===== src/rtl/pipe_seq_pkg.sv =====
// Shared types and constants for the pipeline stall/flush sequencer.
package pipe_seq_pkg;

    typedef enum logic [1:0] {
        ST_RUN     = 2'd0,
        ST_WAIT    = 2'd1,
        ST_RELEASE = 2'd2,
        ST_ERROR   = 2'd3
    } seq_state_e;

    localparam logic [4:0]  REG_ZERO        = 5'd0;
    localparam int unsigned DEFAULT_TIMEOUT = 64;
    localparam int unsigned DEFAULT_CNT_W   = 16;

    // $zero is hard-wired, so a load targeting it can never create a hazard.
    function automatic logic load_use_hit(
        input logic       memrd,
        input logic [4:0] ex_rt,
        input logic [4:0] id_rs,
        input logic [4:0] id_rt
    );
        return memrd && (ex_rt != REG_ZERO) && ((ex_rt == id_rs) || (ex_rt == id_rt));
    endfunction

endpackage


===== src/rtl/pipe_sequencer_sat_counter.sv =====
// Saturating up-counter used for the sequencer performance statistics.
module sat_counter
    import pipe_seq_pkg::*;
#(
    parameter int unsigned W = DEFAULT_CNT_W
) (
    input  logic         clk_i,
    input  logic         rst_i,
    input  logic         inc_i,
    output logic [W-1:0] cnt_o
);

    logic [W-1:0] cnt_q;
    logic [W-1:0] cnt_d;

    always_comb begin
        cnt_d = cnt_q;
        if (inc_i && (cnt_q != {W{1'b1}})) begin
            cnt_d = cnt_q + 1'b1;
        end
    end

    always_ff @(posedge clk_i or negedge rst_i) begin
        if (!rst_i) begin
            cnt_q <= '0;
        end else begin
            cnt_q <= cnt_d;
        end
    end

    assign cnt_o = cnt_q;

endmodule


===== src/rtl/pipe_sequencer.sv =====
// Stall/flush sequencer for the 5-stage pipeline with a memory req/ack watchdog.
// Define PIPE_SEQ_PERF_EN to add the stall/flush/load-use performance counters.
//
// state   | meaning
// RUN     | pipeline flowing; a memory op in MEM stalls and starts a request
// WAIT    | dmem_req_o high, waiting for ack, watchdog counting
// RELEASE | ack received; the one cycle in which the stalled stages advance
// ERROR   | access timed out; pipeline frozen until reset
module pipe_sequencer
    import pipe_seq_pkg::*;
#(
    parameter int unsigned TIMEOUT = DEFAULT_TIMEOUT,
    parameter int unsigned CNT_W   = DEFAULT_CNT_W
) (
    input  logic             clk_i,
    input  logic             rst_i,
    input  logic [4:0]       ifid_rs_i,
    input  logic [4:0]       ifid_rt_i,
    input  logic             idex_memrd_i,
    input  logic [4:0]       idex_rt_i,
    input  logic             branch_taken_i,
    input  logic             jump_i,
    input  logic             exmem_memrd_i,
    input  logic             exmem_memwr_i,
    input  logic             dmem_ack_i,
    output logic             dmem_req_o,
    output logic             pc_write_o,
    output logic             ifid_write_o,
    output logic             idex_write_o,
    output logic             exmem_write_o,
    output logic             ifid_flush_o,
    output logic             idex_bubble_o,
    output logic             memwb_bubble_o,
`ifdef PIPE_SEQ_PERF_EN
    output logic [CNT_W-1:0] stall_cnt_o,
    output logic [CNT_W-1:0] flush_cnt_o,
    output logic [CNT_W-1:0] loaduse_cnt_o,
`endif
    output logic             err_o
);

    localparam int unsigned TMO_W    = (TIMEOUT > 2) ? $clog2(TIMEOUT) : 1;
    localparam logic [TMO_W-1:0] TMO_LAST = TMO_W'(TIMEOUT - 1);

    seq_state_e       state_q;
    seq_state_e       state_d;
    logic [TMO_W-1:0] tmo_cnt_q;
    logic [TMO_W-1:0] tmo_cnt_d;
    logic             req_q;
    logic             req_d;
    logic             err_q;
    logic             err_d;

    logic memop;
    logic mem_stall;
    logic load_use;
    logic flush;

    assign memop = exmem_memrd_i | exmem_memwr_i;

    always_comb begin
        state_d   = state_q;
        tmo_cnt_d = tmo_cnt_q;
        case (state_q)
            ST_RUN: begin
                if (memop) begin
                    state_d   = ST_WAIT;
                    tmo_cnt_d = '0;
                end
            end
            ST_WAIT: begin
                // ack wins over the watchdog when both land in the same cycle
                if (dmem_ack_i) begin
                    state_d = ST_RELEASE;
                end else if (tmo_cnt_q == TMO_LAST) begin
                    state_d = ST_ERROR;
                end else begin
                    tmo_cnt_d = tmo_cnt_q + 1'b1;
                end
            end
            ST_RELEASE: state_d = ST_RUN;
            ST_ERROR:   state_d = ST_ERROR;
            default:    state_d = ST_RUN;
        endcase
    end

    assign req_d = (state_d == ST_WAIT);
    assign err_d = err_q | (state_d == ST_ERROR);

    always_ff @(posedge clk_i or negedge rst_i) begin
        if (!rst_i) begin
            state_q   <= ST_RUN;
            tmo_cnt_q <= '0;
            req_q     <= 1'b0;
            err_q     <= 1'b0;
        end else begin
            state_q   <= state_d;
            tmo_cnt_q <= tmo_cnt_d;
            req_q     <= req_d;
            err_q     <= err_d;
        end
    end

    assign mem_stall = ((state_q == ST_RUN) && memop) ||
                       (state_q == ST_WAIT) || (state_q == ST_ERROR);
    assign load_use  = !mem_stall &&
                       load_use_hit(idex_memrd_i, idex_rt_i, ifid_rs_i, ifid_rt_i);
    assign flush     = (branch_taken_i | jump_i) & !mem_stall & !load_use;

    // Load-use freezes only the front end; EX/MEM keeps moving behind the bubble.
    assign pc_write_o     = !mem_stall && !load_use;
    assign ifid_write_o   = !mem_stall && !load_use;
    assign idex_write_o   = !mem_stall;
    assign exmem_write_o  = !mem_stall;
    assign ifid_flush_o   = flush;
    assign idex_bubble_o  = load_use;
    assign memwb_bubble_o = mem_stall;
    assign dmem_req_o     = req_q;
    assign err_o          = err_q;

`ifdef PIPE_SEQ_PERF_EN
    sat_counter #(.W(CNT_W)) u_stall_cnt (
        .clk_i (clk_i),
        .rst_i (rst_i),
        .inc_i (mem_stall),
        .cnt_o (stall_cnt_o)
    );

    sat_counter #(.W(CNT_W)) u_flush_cnt (
        .clk_i (clk_i),
        .rst_i (rst_i),
        .inc_i (flush),
        .cnt_o (flush_cnt_o)
    );

    sat_counter #(.W(CNT_W)) u_loaduse_cnt (
        .clk_i (clk_i),
        .rst_i (rst_i),
        .inc_i (load_use),
        .cnt_o (loaduse_cnt_o)
    );
`endif

endmodule


===== config.mk =====
export PLATFORM = sky130hd
export DESIGN_NAME = pipe_sequencer
export DESIGN_NICKNAME = d
export VERILOG_FILES = /design/src/rtl/pipe_seq_pkg.sv /design/src/rtl/pipe_sequencer_sat_counter.sv /design/src/rtl/pipe_sequencer.sv
export SDC_FILE = /design/constraint.sdc
export NUM_CORES = 1
export LEC_CHECK = 0
export ABC_AREA = 1
export ABC_CLOCK_PERIOD_IN_PS = 1600
export BUFFER_PORTS_ARGS = -buffer_cell sky130_fd_sc_hd__buf_2
export CAP_MARGIN = 10
export CORE_MARGIN = 1
export CORE_UTILIZATION = 25
export CTS_CLUSTER_DIAMETER = 60
export CTS_CLUSTER_SIZE = 24
export DETAILED_ROUTE_END_ITERATION = 10
export MAX_ROUTING_LAYER = met4
export PLACE_DENSITY = 0.49
export SYNTH_ARGS = -nofsm -noshare
export SYNTH_HDL_FRONTEND = slang
export SYNTH_SLANG_ARGS = --single-unit
export TNS_END_PERCENT = 20

===== constraint.sdc =====
create_clock -name clk_i -period 1.6 [get_ports clk_i]
set_clock_uncertainty 0.05 [all_clocks]
set_input_delay 0.16 -clock clk_i [delete_from_list [all_inputs] [get_ports clk_i]]
set_output_delay 0.16 -clock clk_i [all_outputs]
set_load 0.02 [all_outputs]

## Yosys cells after proc, flatten, opt, wreduce, memory -nomap -nowiden

Index checks and enable logic that the tools add are counted.
Widths: inputs -> output; s select.

| operators by class | value |
|---|---|
| $add $sub $neg | 1 |
| equal/unequal tests | 11 |
| mux-type cells | 8 |
| bitwise operators | 5 |
| reductions and logical operators | 14 |

Operators with widths:

| cell | count |
|---|---|
| $mux 6 | 3 |
| $pmux 6 s2 | 1 |
| $eq 5x5->1 | 2 |
| $pmux 2 s4 | 1 |
| $add 6x1->6 const B | 1 |
| $eq 2x2->1 const B | 3 |
| $eq 6x6->1 const B | 1 |
| $mux 2 | 3 |
| $ne 2x2->1 const B | 3 |
| $logic_and 1x1->1 | 5 |
| $reduce_bool 5->1 | 1 |
| $eq 2x1->1 const B | 2 |
| $reduce_and 4->1 | 1 |
| $logic_or 1x1->1 | 3 |
| $or 1x1->1 | 3 |
| $and 1x1->1 | 2 |
| $logic_not 1->1 | 2 |
| $logic_not 2->1 | 1 |
| $reduce_bool 2->1 | 1 |

| storage, ports and cells | value |
|---|---|
| register bits | 10 |
| input port bits | 23 |
| output and inout bits | 9 |
| word-level logic and storage cells | 43 |

## Depth between registers and ports, before layout

| logic depth | value |
|---|---|
| depth in word-level cells | 8 |
| depth in mapped cells | 10 |
| mapped depth without buffers | 9 |

## Worst setup path after synthesis

OpenSTA, ideal clock, no wires.

| timing path | value |
|---|---|
| kind | reg2out |
| start | register state_q[1] |
| end | output pc_write_o |
| data arrival time | 1.729 ns |
| data required time | 1.390 ns |
| setup slack | -0.339 ns |
| cell stages (with the launch flop) | 6 |
| buffers on the path | 1 |
| path through | dfrtp_1 > o21ai_1 > clkinv_1 > nand2_1 > inv_1 > buf_4 |

| on the way | value |
|---|---|
| cells in the longest elaborated chain, start to end | 8 |
| elaborated cells between the ends (all ways) | 10 |
| those cells by class | 2 x eq/ne; 8 x reduce/logical |

RTL lines:

| item | RTL line | RTL |
|---|---|---|
| start: declaration | pipe_sequencer.sv:45 | `seq_state_e state_q;` |
| start signal: assignment | pipe_sequencer.sv:97 | `state_q <= state_d;` |
| $logic_not 2->1 | pipe_sequencer.sv:104 | `assign mem_stall = ((state_q == ST_RUN) && memop) \|\|` |
| $logic_and 1x1->1 | pipe_sequencer.sv:104 |  |
| $logic_or 1x1->1 | pipe_sequencer.sv:104 |  |
| $logic_or 1x1->1 * | pipe_sequencer.sv:105 | `(state_q == ST_WAIT) \|\| (state_q == ST_ERROR);` |
| net memwb_bubble_o | pipe_sequencer.sv:33 | `output logic memwb_bubble_o,` |
| $logic_not 1->1 * | - |  |
| net exmem_write_o | pipe_sequencer.sv:30 | `output logic exmem_write_o,` |
| $logic_and 1x1->1 | pipe_sequencer.sv:106 | `assign load_use = !mem_stall &&` |
| $logic_not 1->1 | pipe_sequencer.sv:111 | `assign pc_write_o = !mem_stall && !load_use;` |
| $logic_and 1x1->1 * | pipe_sequencer.sv:111 |  |
| end: declaration | pipe_sequencer.sv:27 | `output logic pc_write_o,` |

The timed path passes the listed nets; every way through them passes the cells marked *.

## Worst setup path in the final report

| timing path | value |
|---|---|
| start | register state_q[1] |
| end | output ifid_write_o |

| on the way | value |
|---|---|
| cells in the longest elaborated chain, start to end | 8 |
| elaborated cells between the ends (all ways) | 10 |
| those cells by class | 2 x eq/ne; 8 x reduce/logical |

RTL lines:

| item | RTL line | RTL |
|---|---|---|
| $logic_not 2->1 | pipe_sequencer.sv:104 |  |
| $logic_and 1x1->1 | pipe_sequencer.sv:104 |  |
| $logic_or 1x1->1 | pipe_sequencer.sv:104 |  |
| $logic_or 1x1->1 * | pipe_sequencer.sv:105 |  |
| $logic_not 1->1 * | pipe_sequencer.sv:106, pipe_sequencer.sv:112 |  |
| $logic_and 1x1->1 | pipe_sequencer.sv:106 |  |
| $logic_not 1->1 | pipe_sequencer.sv:112 | `assign ifid_write_o = !mem_stall && !load_use;` |
| $logic_and 1x1->1 * | pipe_sequencer.sv:112 |  |
| end: declaration | pipe_sequencer.sv:28 | `output logic ifid_write_o,` |

Every way passes the cells marked *; elsewhere a longest branch is shown, timed or not.

==> results.py <==
metrics = {
    "synthesis": {
        "ys_ff_latch": 10,
        "syn_inst": 123,
        "ys_types": 24,
        "yosysWarnings": 0,
        "ys_seq_area_share_pct": 30.8,
        "synth_fp_nets": 147,
        "syn_avg_cell_area_um2": 6.61,
        "synth_area_um2": 813,
    },
    "grt": {
        "grt_pass1_wl_um": 2840,
        "grt_overflow": 0,
        "antenna_found_initial": 0,
        "grt_usage_pct": 11.0,
        "grt_pass1_vias": 715,
        "grt_start_max_net_pins": 14,
    },
    "drt": {
        "drt_iter0_drc": 15,
        "highest_layer": "met3",
        "met1_length_um": 812,
        "wl_per_cell_um": 8.24,
        "vias": 789,
        "routed_wirelength_um": 1650,
        "dr.pass1.iters": 6,
        "antenna_left": 0,
        "dr_wl_met3_um": 47,
        "dr_wl_met2_um": 789,
        "viasPerCell": 3.95,
        "drc": 0,
    },
    "cts": {
        "cts-htree-levels": 1,
        "clk_pin_slew_worst_paths_ns": 0.06,
        "cts_tree": "done",
        "clk_latency_ns": 0.26,
        "cts-root-buf": "clkbuf_4",
        "cts_buffer_depth": 2,
        "cts_setup_buffers": 0,
        "cts_made_buffers": 3,
        "cts_sinks": 10,
    },
    "layout": {
        "drive_above_1_share_pct": 37.8,
        "area_delta_synth_final_pct": 30.0,
        "stdcell_area_um2": 1060,
        "multi_input_area_um2": 452,
        "n_antenna_cell": 0,
        "seq_area_um2": 250,
        "fillerInstances": 331,
        "num-nets-final": 181,
        "stdcell_count": 200,
    },
    "min_path": {
        "whs_path_depth": 3,
        "hold_path.class": "input port to register",
    },
    "pwr": {
        "ir_drop_uv": 119,
        "power_density_nw_per_um2": 522,
        "p_int_uw": 429,
        "power.switching_uw": 123,
        "swShare_pct": 22.4,
        "clkPwrFrac_pct": 39.6,
        "p_seq_share_pct": 45.8,
        "cellLeakagePower_nw": 0.606,
        "finalPower_uw": 552,
        "comb_power_share_pct": 14.6,
    },
    "timing": {
        "fmax_ghz": 0.652,
        "setup_viol": 0,
        "worst_pin_slew_ns": 0.309,
        "min_period_ns": 1.53,
        "maxSlewViolCount": 0,
        "hold_viol_final": 0,
        "fin_crit_sh_pct": 95.9,
        "maxSlewHeadroom_pct": 79.4,
        "rsz0062_at_grt": "false",
        "setup_tns_ns": 0,
    },
    "status": {
        "outcome": "complete, no violations",
    },
    "flow_run": {
        "max_cap_violations": 0,
    },
    "critical_path": {
        "max_stage_delay_ns": 0.48,
        "crit_fanout": 4,
        "crit_path_cell_trace": "o21ai_4 -> clkinv_2 -> nand2_1 -> inv_1 -> buf_2",
        "r2r_cells": 7,
        "critPathLaunchType": "register",
        "worst_path_max_delay_cell": "dfrtp_1",
        "critPathKind": "register to output pin",
        "cp-end-kind": "output pin",
        "worstPathArrival_ns": 1.32,
        "critPathRequiredTime_ns": 1.39,
    },
    "place": {
        "io_buffer_count": 31,
        "gp_congestion": 0.784,
        "place_inst": 195,
        "placed_area_um2": 1010,
        "dpl.hpwl_um": 1400,
    },
    "floorplan": {
        "die_y_um": 59.0,
        "dieArea_um2": 3490,
        "dieWidth_um": 59.0,
        "start_util_pct": 26.4,
        "rows": 20,
        "io_pins": 32,
        "core_area_um2": 3080,
    },
}
==> critical path: cells and delay by family (launching register included) <==
kind | cells | cell delay [ns]
DFF | 1 | 0.48
buffers and inverters | 3 | 0.27
AOI/OAI and AO/OA | 1 | 0.23
and+or+nand+nor | 1 | 0.08
==> timing repair <==
item	CTS	global route
endpoints found under the setup margin	0	4
endpoints found under the hold margin	10	0
resized for setup	0	1
hold buffers	1	0
==> power groups by stage <==
stage	registers (mW)	clock network [mW]	logic (mW)
floorplan	0.258	0	0.0359
global placement	0.258	0	0.0785
detailed placement	0.258	0	0.0803
CTS	0.253	0.230	0.0823
global route	0.252	0.239	0.0931
finish	0.253	0.219	0.0808
==> metrics by stage <==
step | worst slack [ns] | hold WS [ns] | util [%]
floorplan | 0.0693 | -0.186 | -
global placement | 0.169 | -0.0177 | 32.7
detailed placement | 0.112 | -0.0162 | 32.7
CTS | 0.0360 | 0.129 | 34.2
global route | 0.00407 | 0.162 | 34.3
finish | 0.0656 | 0.138 | 34.3
==> placed cells by master, fill, tap and decap left out, types with 3 or more instances in the layout <==
master,instances
nand3_1,8
o21ai_2,6
nand2_1,38
nor2_1,13
clkbuf_4,3
dfrtp_1,10
inv_2,6
buf_2,31
inv_1,19
nand2_2,3
==> state kept, by name, indices dropped and copies added, names as in the netlist <==
signal,flops
tmo_cnt_q,6
state_q,2
dmem_req_o,1
err_o,1
==> path summary, 6_finish.rpt <==
| kind | endpoint | start | slack, ns |
|---|---|---|---|
| max | ifid_write_o | state_q[1] | 0.07 |
| min | state_q[1] | dmem_ack_i | 0.14 |
| max reg2reg | tmo_cnt_q[4] | tmo_cnt_q[0] | 0.20 |
| min reg2reg | err_o | err_o | 0.41 |
| max in group asynchronous | state_q[0] | rst_i | 1.07 |
| min in group asynchronous | tmo_cnt_q[3] | rst_i | 0.24 |
==> cell usage after synthesis <==
library cell	instances	share of area, %
o21ai_1	1	0.61
xnor2_1	2	2.2
nand2_2	4	3.1
nor2_2	1	0.77
nand2_4	1	1.4
inv_1	19	8.8
or2_2	1	0.77
dfrtp_1	10	31
o21ai_0	2	1.2
nand2_1	38	18
buf_4	2	1.8
a21oi_2	1	1.1
nand3_1	8	4.9
o21ai_2	6	6.5
a21oi_1	1	0.61
ha_1	1	1.5
nand3_2	1	1.2
nand4_1	1	0.77
nor2_8	1	2.5
o21bai_1	1	0.92
inv_2	6	2.8
nor2_1	13	6.0
buf_8	1	1.8
clkinv_1	1	0.46
==> routing by layer <==
layer | GRT usage (%) | vias to the layer above
li1 | - | 434
met1 | 13.5 | 340
met2 | 18.5 | 15
met3 | 0.873 | 0
met4 | 5.10 | 0
met5 | - | -
==> kinds of logic (layout without fill, tap and decap cells) <==
family                   count (synthesis)  after routing  share of synthesized area [%]
adder cells (fa/ha/maj)                  1              1                           1.54
XOR/XNOR                                 2              2                           2.15
buffers and inverters                   29             62                           15.7
flip-flops                              10             10                           30.8
AO/OA/AOI/OAI                           12             12                           10.9
AND/OR/NAND/NOR                         69             69                           38.9
==> layout make-up <==
class,count,share of cell area (%)
Sequential cell,10,23.7
Clock buffer,4,3.43
Inverter,26,9.35
Tap cell,44,5.21
Multi-Input combinational cell,84,42.7
Timing Repair Buffer,32,15.6
(Power assumes the default switching activity.)
